File: config.mk
export PLATFORM = sky130hd
export DESIGN_NAME = dmem_arbiter
export DESIGN_NICKNAME = d
export VERILOG_FILES = /design/src/rtl/dmem_arb_pkg.sv /design/src/rtl/arb_sat_counter.sv /design/src/rtl/dmem_arbiter.sv
export SDC_FILE = /design/constraint.sdc
export NUM_CORES = 1
export LEC_CHECK = 0
export CAP_MARGIN = 0
export CORE_AREA = 2 2 119 121
export DETAILED_ROUTE_END_ITERATION = 16
export DIE_AREA = 0 0 121 123
export DONT_BUFFER_PORTS = 1
export PLACE_DENSITY_LB_ADDON = 0.25
export SYNTH_ARGS = -nofsm -noshare
export SYNTH_HDL_FRONTEND = slang
export SYNTH_HIERARCHICAL = 1
export SYNTH_SLANG_ARGS = --single-unit
File: constraint.sdc
create_clock -name clk -period 2.2 [get_ports clk]
set_input_delay 0.33 -clock clk [delete_from_list [all_inputs] [get_ports clk]]
set_output_delay 0.33 -clock clk [all_outputs]
set_load 0.01 [all_outputs]
File: src/rtl/dmem_arb_pkg.sv
// dmem_arb_pkg: arbiter state/request types and counter-width helper shared by dmem_arbiter and arb_sat_counter
package dmem_arb_pkg;
  localparam int ARB_ADDR_W = 32;
  localparam int ARB_DATA_W = 32;
  typedef enum logic {CORE_OWN, HOST_OWN} arb_state_e;
  typedef struct packed {
    logic                  we;
    logic [ARB_ADDR_W-1:0] addr;
    logic [ARB_DATA_W-1:0] wdata;
    logic [2:0]            funct3;
  } mem_req_t;
  function automatic int cnt_w(input int max_val);
    return $clog2(max_val + 1);
  endfunction
endpackage

File: src/rtl/arb_sat_counter.sv
// arb_sat_counter: saturating counter with sync clear (clr+inc loads 1); ports clk, rst (sync active-low), clr, inc, cnt_o
module arb_sat_counter
  import dmem_arb_pkg::*;
#(
  parameter  int MAX = 4,
  localparam int W   = cnt_w(MAX)
) (
  input  logic         clk,
  input  logic         rst,
  input  logic         clr,
  input  logic         inc,
  output logic [W-1:0] cnt_o
);
  logic [W-1:0] cnt_q, cnt_d;
  always_comb cnt_d = clr ? W'(inc) : (inc && cnt_q != W'(MAX)) ? cnt_q + 1'b1 : cnt_q;
  always_ff @(posedge clk) begin
    if (!rst) cnt_q <= '0;
    else      cnt_q <= cnt_d;
  end
  assign cnt_o = cnt_q;
endmodule

File: src/rtl/dmem_arbiter.sv
// dmem_arbiter: core-priority data-memory arbiter with starvation-forced host bursts; core_*/host_* request ports, mem_* muxed memory port, clk + sync active-low rst; DMEM_ARB_PERF_EN adds perf_stall_cnt_o/perf_host_cnt_o
module dmem_arbiter
  import dmem_arb_pkg::*;
#(
  parameter int ADDR_WIDTH     = 32,
  parameter int DATA_WIDTH     = 32,
  parameter int MAX_HOST_WAIT  = 4,
  parameter int HOST_BURST_MAX = 8
) (
  input  logic                  clk,
  input  logic                  rst,
  input  logic                  core_req_i,
  input  logic                  core_we_i,
  input  logic [ADDR_WIDTH-1:0] core_addr_i,
  input  logic [DATA_WIDTH-1:0] core_wdata_i,
  input  logic [2:0]            core_funct3_i,
  output logic [DATA_WIDTH-1:0] core_rdata_o,
  output logic                  core_stall_o,
  input  logic                  host_req_i,
  input  logic                  host_we_i,
  input  logic [ADDR_WIDTH-1:0] host_addr_i,
  input  logic [DATA_WIDTH-1:0] host_wdata_i,
  input  logic [2:0]            host_funct3_i,
  output logic                  host_gnt_o,
  output logic [DATA_WIDTH-1:0] host_rdata_o,
  output logic                  host_rvalid_o,
  output logic [ADDR_WIDTH-1:0] mem_addr_o,
  output logic [DATA_WIDTH-1:0] mem_wdata_o,
  output logic [2:0]            mem_funct3_o,
  output logic                  mem_we_o,
  input  logic [DATA_WIDTH-1:0] mem_rdata_i
`ifdef DMEM_ARB_PERF_EN
  ,
  output logic [31:0]           perf_stall_cnt_o,
  output logic [31:0]           perf_host_cnt_o
`endif
);
  localparam int WW = cnt_w(MAX_HOST_WAIT);
  localparam int BW = cnt_w(HOST_BURST_MAX);
  localparam logic [WW-1:0] WAIT_MAX   = WW'(MAX_HOST_WAIT);
  localparam logic [BW-1:0] BURST_LAST = BW'(HOST_BURST_MAX - 1);
  arb_state_e state_q, state_d;
  logic [WW-1:0] wait_cnt;
  logic [BW-1:0] burst_cnt;
  logic core_gnt, host_gnt, forced, wait_inc, wait_clr, burst_clr;
  logic host_rvalid_q, host_rvalid_d;
  logic [DATA_WIDTH-1:0] host_rdata_q, host_rdata_d;
  mem_req_t mem_req;
  arb_sat_counter #(.MAX(MAX_HOST_WAIT)) u_wait (
    .clk(clk), .rst(rst), .clr(wait_clr), .inc(wait_inc), .cnt_o(wait_cnt)
  );
  // burst_cnt counts grants of the current forced burst; the forcing grant itself loads 1
  arb_sat_counter #(.MAX(HOST_BURST_MAX)) u_burst (
    .clk(clk), .rst(rst), .clr(burst_clr), .inc(host_gnt), .cnt_o(burst_cnt)
  );
  always_comb begin
    forced        = state_q == CORE_OWN && host_req_i && wait_cnt == WAIT_MAX;
    host_gnt      = state_q == HOST_OWN ? host_req_i : host_req_i && (forced || !core_req_i);
    core_gnt      = state_q == CORE_OWN && core_req_i && !host_gnt;
    // the burst ends with the grant that brings burst_cnt up to HOST_BURST_MAX
    state_d       = forced ? (HOST_BURST_MAX == 1 ? CORE_OWN : HOST_OWN)
                  : (state_q == HOST_OWN && host_req_i && burst_cnt != BURST_LAST) ? HOST_OWN : CORE_OWN;
    wait_inc      = core_gnt && host_req_i;
    wait_clr      = host_gnt || state_q == HOST_OWN;
    burst_clr     = state_q == CORE_OWN;
    mem_req.we    = host_gnt ? host_we_i : core_gnt && core_we_i;
    mem_req.addr  = host_gnt ? host_addr_i : core_addr_i;
    mem_req.wdata = host_gnt ? host_wdata_i : core_wdata_i;
    mem_req.funct3 = host_gnt ? host_funct3_i : core_funct3_i;
    host_rvalid_d = host_gnt && !host_we_i;
    host_rdata_d  = host_rvalid_d ? mem_rdata_i : host_rdata_q;
  end
  always_ff @(posedge clk) begin
    if (!rst) begin
      state_q       <= CORE_OWN;
      host_rvalid_q <= 1'b0;
      host_rdata_q  <= '0;
    end else begin
      state_q       <= state_d;
      host_rvalid_q <= host_rvalid_d;
      host_rdata_q  <= host_rdata_d;
    end
  end
  assign core_rdata_o  = mem_rdata_i;
  assign core_stall_o  = core_req_i && !core_gnt;
  assign host_gnt_o    = host_gnt;
  assign host_rdata_o  = host_rdata_q;
  assign host_rvalid_o = host_rvalid_q;
  assign mem_addr_o    = mem_req.addr;
  assign mem_wdata_o   = mem_req.wdata;
  assign mem_funct3_o  = mem_req.funct3;
  // no memory writes while reset is asserted, even if a grant is decoded
  assign mem_we_o      = rst && mem_req.we;
`ifdef DMEM_ARB_PERF_EN
  logic [31:0] perf_stall_q, perf_stall_d, perf_host_q, perf_host_d;
  always_comb begin
    perf_stall_d = perf_stall_q + 32'(core_stall_o);
    perf_host_d  = perf_host_q + 32'(host_gnt);
  end
  always_ff @(posedge clk) begin
    if (!rst) begin
      perf_stall_q <= '0;
      perf_host_q  <= '0;
    end else begin
      perf_stall_q <= perf_stall_d;
      perf_host_q  <= perf_host_d;
    end
  end
  assign perf_stall_cnt_o = perf_stall_q;
  assign perf_host_cnt_o  = perf_host_q;
`endif
endmodule

* Word level (Yosys, flattened, before mapping) *
Cells that the tools add are included.

operators by class
  add/subtract/negate cells = 2
  equality and inequality tests = 5
  multiplexer cells = 11
  bitwise logic cells = 2
  reductions and logical operators = 23

operator list
  cell                 number
  $mux 32              2
  $logic_and 1x1->1    14
  $mux 1               8
  $add 4x1->4 const B  1
  $logic_not 1->1      4
  $ne 4x3->1 const B   1
  $ne 4x4->1 const B   1
  $add 3x1->3 const B  1
  $eq 3x3->1 const B   1
  $mux 3               1
  $ne 3x3->1 const B   1
  $logic_or 1x1->1     2
  $ne 2x1->1 const B   1
  $not 1->1            2
  $reduce_and 2->1     1
  $reduce_bool 2->1    1
  $reduce_or 2->1      1

storage, ports and cells
  flip-flop bits (word level) = 41
  output and inout port bits = 135

* Logic depth before layout (Yosys ltp) *
Gate-level depths: netlist of the first run.

  depth after elaboration = 12
  gate-level depth with buffers = 9
  mapped depth without buffers = 6

* Modules after synthesis *
Netlist of the first run, hierarchy kept.

modules (own cells, without submodules)
  module                      instances  cells an instance  area an instance (um2)
  dmem_arbiter                1          268                2494.9
  arb_sat_counter at u_burst  1          25                 260.2
  arb_sat_counter at u_wait   1          18                 170.2

* Worst setup path after synthesis of the first run *
No wires, ideal clock.

  path kind = register to register
  start = register u_wait.cnt_q[2], in the netlist u_wait/cnt_o[2]
  end = register u_burst.cnt_q[0], in the netlist u_burst/cnt_o[0]
  library setup time = 0.095 ns
  data arrival time = 1.815 ns
  data required time = 2.105 ns
  path slack = 0.290 ns
  cell stages (with the launch flop) = 10
  period minus slack after synthesis = 1.910 ns
  cells stage by stage = dfxtp_1 -> nor3b_2 -> o21ai_1 -> buf_2 -> buf_4 -> inv_1 -> clkbuf_2 -> nand3_1 -> mux2_4 -> o311ai_1

between the ends
  word-level cells in the longest chain between the ends = 7

ends and longest elaborated chain
  item                         RTL line               text
  start: declaration           arb_sat_counter.sv:14  logic [W-1:0] cnt_q, cnt_d;
  start signal: assignment     arb_sat_counter.sv:18  else cnt_q <= cnt_d;
  $eq 3x3->1 (*)               dmem_arbiter.sv:57     forced = state_q == CORE_OWN && host_req_i && wait_cnt == WAIT_MAX;
  $logic_and 1x1->1 (*)        dmem_arbiter.sv:57
  $logic_or 1x1->1 (*)         dmem_arbiter.sv:58     host_gnt = state_q == HOST_OWN ? host_req_i : host_req_i && (forced || !core_req_i);
  $logic_and 1x1->1 (*)        dmem_arbiter.sv:58
  $mux 1 (*)                   dmem_arbiter.sv:58
  net host_gnt_o               dmem_arbiter.sv:24     output logic host_gnt_o,
  $logic_and 1x1->1            arb_sat_counter.sv:15  always_comb cnt_d = clr ? W'(inc) : (inc && cnt_q != W'(MAX)) ? cnt_q + 1'b1 : cnt_q;
  $ne 2x1->1 (no source line)  -
  end signal: assignment       arb_sat_counter.sv:18
  end: declaration             arb_sat_counter.sv:14

The timed path passes the listed nets; every way through them passes the cells marked *.
A chain may end at the register's enable or synchronous reset.

* Worst setup path after layout of the first run *
  start = register state_q
  end = output mem_addr_o[10]

between the ends
  word-level cells in the longest chain between the ends = 7

ends and longest elaborated chain
  item                             RTL line            text
  start: declaration               dmem_arbiter.sv:42  arb_state_e state_q, state_d;
  start signal: assignment         dmem_arbiter.sv:79  state_q <= state_d;
  $not 1->1                        -
  $logic_and 1x1->1 (2 in series)  dmem_arbiter.sv:57
  $logic_or 1x1->1                 dmem_arbiter.sv:58
  $logic_and 1x1->1                dmem_arbiter.sv:58
  $mux 1 (*)                       dmem_arbiter.sv:58
  $mux 32 (*)                      dmem_arbiter.sv:67  mem_req.addr = host_gnt ? host_addr_i : core_addr_i;
  end: declaration                 dmem_arbiter.sv:27  output logic [ADDR_WIDTH-1:0] mem_addr_o,

Mark *: on every way between the ends. The rest lies on a longest branch, timed or not.

==> impl_metrics.toml, run 1 <==
[run_status]
status = "finished clean"

[finish]
layout.area.seq_um2 = 822
multi_input_area_um2 = 1740
fin_util_pct = 22.6
layout-drive-gt1-share_pct = 29.3
stdcell_count = 461
syn2layout_area_growth_pct = 5.30
fillers = 1496
nNetsFinal = 451

[yosys]
synth.top_cell.area_share_pct = 28.1
seq_area_frac_synth_pct = 28.1
yosys.cell_count.top_type = "nand2_1"
async_flop_share_pct = 0
ys_types = 41
syn_inst = 311
ys.flop_type = "dfxtp_1"
netlist_area_um2 = 2930
ys_ff_latch = 41
synth_edf_count = 0
synth_fp_nets = 487
synthTopCellsByArea = "dfxtp_1 (28%), mux2_2 (20%), mux2i_1 (11%)"
synth.yosys.warnings = 6
yosys.area.top_type = "dfxtp_1"
synth_common_cells = "nand2_1 (65), mux2_2 (53), dfxtp_1 (41), buf_4 (33), mux2i_1 (33)"
syn_area_per_cell_um2 = 9.41

[worst_hold_path]
min_path_type = "in2reg"

[global_route]
top_usage_layer = "met2"
grt-ovfl-total = 0
use_met2_pct = 19.9
grt_max_degree = 74
track_usage_pct = 11.8
met3_usage_pct = 7.80
antenna_found_initial = 12
grt_pass1_vias = 1970
grt_use_met1_pct = 11.8
grt_pass1_wl_um = 12800

[sta]
worst_pin_slew_ns = 0.378
setup_viol = 0
fin_crit_ns = 2.14
fin_skew_ns = 0.00946
slew_headroom_pct = 74.1
slew_violations = 0
tns_ns = 0
hold_viol = 0
rsz0062_at_grt = "yes"
fmax_ghz = 0.468
finalCritPeriodShare_pct = 97.1
whs_ns = 0.119

[drt]
wl_per_cell_um = 21.1
drt_wl_total_um = 9730
final_antenna_net_count = 0
avgViaCountPerCell = 4.59
firstDrtPassIters = 4
drt_iter0_markers = 72
vias = 2114
drc_errors = 0

[worst_setup_path]
critPathRequiredTime_ns = 1.87
worstSetupPathType = "reg2out"
cp-start-kind = "register"
crit_path_end_kind = "primary output"
crit_arrival_ns = 1.81
crit_path_max_fanout = 31

[pwr]
power.density_nw_per_um2 = 637
leakagePower_nw = 1.09
vdd_drop_max_v = 0.000267

[clock_network]
htree_levels = 2
numClockSinks = 41
cts_hold_buf = 0
clkTransAtPathRegs_ns = 0.06
cts_buffers = 5
cts_tree = "done"
root_buffer = "clkbuf_16"
clk_latency_ns = 0.28
cts.path.max_buffers = 2

[floorplanning]
die_h_um = 123
rows = 43
initial_core_util_pct = 21.5
die_w_um = 121
core_area_um2 = 13600
die-area_um2 = 14900
io_pins = 307

[placed_design]
hpwl_um = 8090
gp_congestion = 0.864
portBuffers = 0
placedCellCount = 446

[job]
cap_violations = 0
layer usage:
layer  vias up  wire length [µm]
met5         -                71
li1        967                 -
met3        19              1410
met2       159              4830
met1       959              3310
met4        10               101
repair_timing:
action	in CTS	in global routing
setup buffers	2	0
resized for setup	0	3
pin swaps	1	0
setup endpoints to repair	56	65
power breakdown:
| group | total [mW] | internal, mW | switching, mW |
|---|---|---|---|
| logic | 0.309 | 0.139 | 0.170 |
| clock network | 0.858 | 0.567 | 0.291 |
| registers | 0.797 | 0.768 | 0.0296 |
| total | 1.96 | 1.47 | 0.490 |
final timing paths:
kind                      end        startpoint  depth (start not counted)  slack (ns)
max            mem_addr_o[10]           state_q                          4        0.06
min reg2reg  host_rdata_o[25]  host_rdata_o[25]                          2        0.50
min             host_rvalid_o         host_we_i                          1        0.12
max reg2reg  u_burst/cnt_o[0]   u_wait/cnt_o[2]                          7        0.25
cell usage in the layout (no fill, tap or decap), drive strengths merged:
| cell | instances |
|---|---|
| mux2 | 68 |
| nand2 | 65 |
| dfxtp | 41 |
| mux2i | 33 |
| inv | 8 |
| clkbuf | 7 |
| buf | 7 |
| diode | 5 |
| a21oi | 5 |
| ha | 4 |
| nor3 | 3 |
| o211ai | 3 |
| nor2 | 3 |
| nand2b | 3 |
| nand3b | 3 |
| nor2b | 2 |
| nand3 | 2 |
| o21ai | 2 |
| a211oi | 2 |
| nor3b | 1 |
| or3b | 1 |
| or2 | 1 |
| nand4b | 1 |
| a2111oi | 1 |
| bufinv | 1 |
| o311ai | 1 |
| and2b | 1 |
| nor4b | 1 |
| a31o | 1 |
| a41o | 1 |
| nand4 | 1 |
| xor2 | 1 |
| a21boi | 1 |
| and4b | 1 |
through the flow:
step           setup slack, ns  power, mW  instance area [µm²]
2_1_floorplan            0.290       1.14                 2930
6_report                0.0638       1.96                 3080
5_1_grt               -0.00235       2.06                 3080
3_3_place_gp             0.205       1.12                 2870
4_1_cts                0.00854       2.01                 3060
3_5_place_dp             0.127       1.12                 2870
worst max-delay path: stages, from the launching register on:
cell and delay, ns:
dfxtp_1 0.35, nand2b_2 0.23, o21ai_4 0.27, buf_12 0.24, mux2_2 0.41
cells by family (layout without fill, tap and decap cells):
family	after synthesis	after routing	share of synthesized area [%]
buffers and inverters	58	23	13.1
adders and majority gates	4	4	1.71
xor gates and xnor gates	1	1	0.299
DFF	41	41	28.1
muxes	101	101	37.6
and+or+nand+nor	89	89	14.6
other	0	5	0
AOI/OAI and AO/OA	17	17	4.58
registers in the layout, summed over array words and instances (netlist names):
name,count
state_q,1
host_rvalid_o,1
u_wait/cnt_o,3
u_burst/cnt_o,4
host_rdata_o,32
layout make-up:
class	instances	share of cell area, %
multi-input cells	212	56.5
inverters	8	0.975
repair buffers	7	2.52
diodes	5	0.406
clock buffers	7	4.63
well taps	180	7.31
clock inverters	1	0.975
flip-flops and latches	41	26.7
Power figures use the tool's default switching activity.
==> inputs of run 2 (changes only) <==
--- a/config.mk
+++ b/config.mk
@@ -5,10 +5,10 @@
 export SDC_FILE = /design/constraint.sdc
 export NUM_CORES = 1
 export LEC_CHECK = 0
-export CAP_MARGIN = 0
-export CORE_AREA = 2 2 119 121
+export CORE_AREA = 2 2 118 120
+export CTS_CLUSTER_DIAMETER = 30
 export DETAILED_ROUTE_END_ITERATION = 16
-export DIE_AREA = 0 0 121 123
+export DIE_AREA = 0 0 120 122
 export DONT_BUFFER_PORTS = 1
 export PLACE_DENSITY_LB_ADDON = 0.25
 export SYNTH_ARGS = -nofsm -noshare
==> impl_metrics.toml, run 2 (same netlist as run 1, synthesis figures left out) <==
[run_status]
status = "finished clean"

[floorplanning]
core_area_um2 = 13500
initial_core_util_pct = 21.7
die_w_um = 120
die-area_um2 = 14600
io_pins = 307
die_h_um = 122
rows = 43

[clock_network]
htree_levels = 2
cts_buffers = 5
root_buffer = "clkbuf_16"
clk_latency_ns = 0.28
cts.path.max_buffers = 2
cts_tree = "done"
post_cts_buffers = 0
numClockSinks = 41
clkTransAtPathRegs_ns = 0.06

[drt]
drc_errors = 0
wl_per_cell_um = 21.4
vias = 2084
drt_iter0_markers = 60
drt_wl_total_um = 9830
avgViaCountPerCell = 4.53
firstDrtPassIters = 4
final_antenna_net_count = 0

[sta]
hold_viol = 0
fin_skew_ns = 0.00561
slew_violations = 0
rsz0062_at_grt = "yes"
slew_headroom_pct = 69.7
fin_ws_ns = 0.0861
fmax_ghz = 0.473
setup_viol = 0
fin_crit_ns = 2.11
finalCritPeriodShare_pct = 96.1
worst_pin_slew_ns = 0.443

[finish]
nNetsFinal = 448
fin_util_pct = 22.7
syn2layout_area_growth_pct = 4.96
final_cell_area_um2 = 3070
stdcell_count = 460
layout-drive-gt1-share_pct = 28.2
final_cell_mix = "nand2_1 (65), mux2_2 (52), dfxtp_1 (41)"
largest_reg_flops = 32
final_common_cell = "nand2_1"

[worst_setup_path]
worstSetupPathType = "reg2out"
reg2regPathDepth = 4
crit_path_max_fanout = 29
cp-start-kind = "register"
critPathRequiredTime_ns = 1.87
rrSetupSlack_ns = 0.42
crit_arrival_ns = 1.78
crit_path_end_kind = "primary output"

[placed_design]
pre_cts_ws_ns = 0.316
portBuffers = 0
place_area_um2 = 2860
placedCellCount = 445
gp_congestion = 0.877
hpwl_um = 8310

[global_route]
grt_max_degree = 74
grt_pass1_vias = 2020
use_met2_pct = 21.4
track_usage_pct = 12.3
grt_pass1_wl_um = 13100
met3_usage_pct = 8.52
top_usage_layer = "met2"
grt-ovfl-total = 0
antenna_found_initial = 12
grt_use_met1_pct = 11.5

[pwr]
leakagePower_nw = 1.08
vdd_drop_max_v = 0.000405
power.density_nw_per_um2 = 637
power_mw = 1.96

[job]
cap_violations = 0

[worst_hold_path]
worstHoldPathCells = 1
min_path_type = "in2reg"
==> run 2: cell types whose count changed in the layout (fill, tap and decap cells not counted), sizes merged <==
cell / change
clkbuf: -1
diode: +2
buf: -3
clkinvlp: +1
==> run 2: through the flow <==
step / TNS [ns] / hold slack, ns
2_1_floorplan: 0 / 0.409
3_3_place_gp: 0 / 0.426
3_5_place_dp: 0 / 0.423
4_1_cts: 0 / 0.122
5_1_grt: -0.00472 / 0.127
6_report: 0 / 0.129
==> run 2: path summary, 6_finish.rpt <==
check,from,end
worst min register to register,host_rdata_o[25],host_rdata_o[25]
worst max-delay path,state_q,mem_addr_o[0]
worst min-delay path,host_we_i,host_rvalid_o
worst max register to register,u_wait/cnt_o[2],host_rdata_o[7]
==> run 2: where the power goes <==
part	switching, mW	internal (mW)	total (mW)
combinational	0.168	0.137	0.305
clock	0.289	0.566	0.854
sequential	0.0295	0.768	0.797
total	0.486	1.47	1.96
==> run 2: area by class of cell <==
cell class | instances | area (µm²)
Fill cell | 1461 | 10400
Multi-Input combinational cell | 212 | 1740
Sequential cell | 41 | 821
Tap cell | 180 | 225
Clock buffer | 6 | 139
Timing Repair Buffer | 4 | 58.8
Clock inverter | 2 | 37.5
Inverter | 8 | 30.0
Antenna cell | 7 | 17.5
==> run 2: routing by layer <==
metal / part of all wire (%) / vias to the layer above
met5: 0.81 / -
met4: 1.2 / 12
met3: 15 / 22
met2: 50 / 173
met1: 33 / 917
li1: - / 960
==> run 2: worst max-delay path, cell delays in order, from the launching register on <==
cell	delay, ns
dfxtp_1	0.34
nand2b_1	0.21
o21ai_4	0.25
buf_6	0.29
mux2_1	0.42
==> run 2: what timing repair did <==
action	in CTS	in global routing
hold buffers	0	0
endpoints found under the hold margin	0	0
gates resized for setup	0	3
setup endpoints to repair	0	29
==> inputs of run 3 (changes only) <==
--- a/config.mk
+++ b/config.mk
@@ -6,7 +6,7 @@
 export NUM_CORES = 1
 export LEC_CHECK = 0
 export CORE_AREA = 2 2 118 120
-export CTS_CLUSTER_DIAMETER = 30
+export CTS_CLUSTER_DIAMETER = 50
 export DETAILED_ROUTE_END_ITERATION = 16
 export DIE_AREA = 0 0 120 122
 export DONT_BUFFER_PORTS = 1
==> results of run 3 <==
Final layout, timing and power as in run 2 (identical DEF).
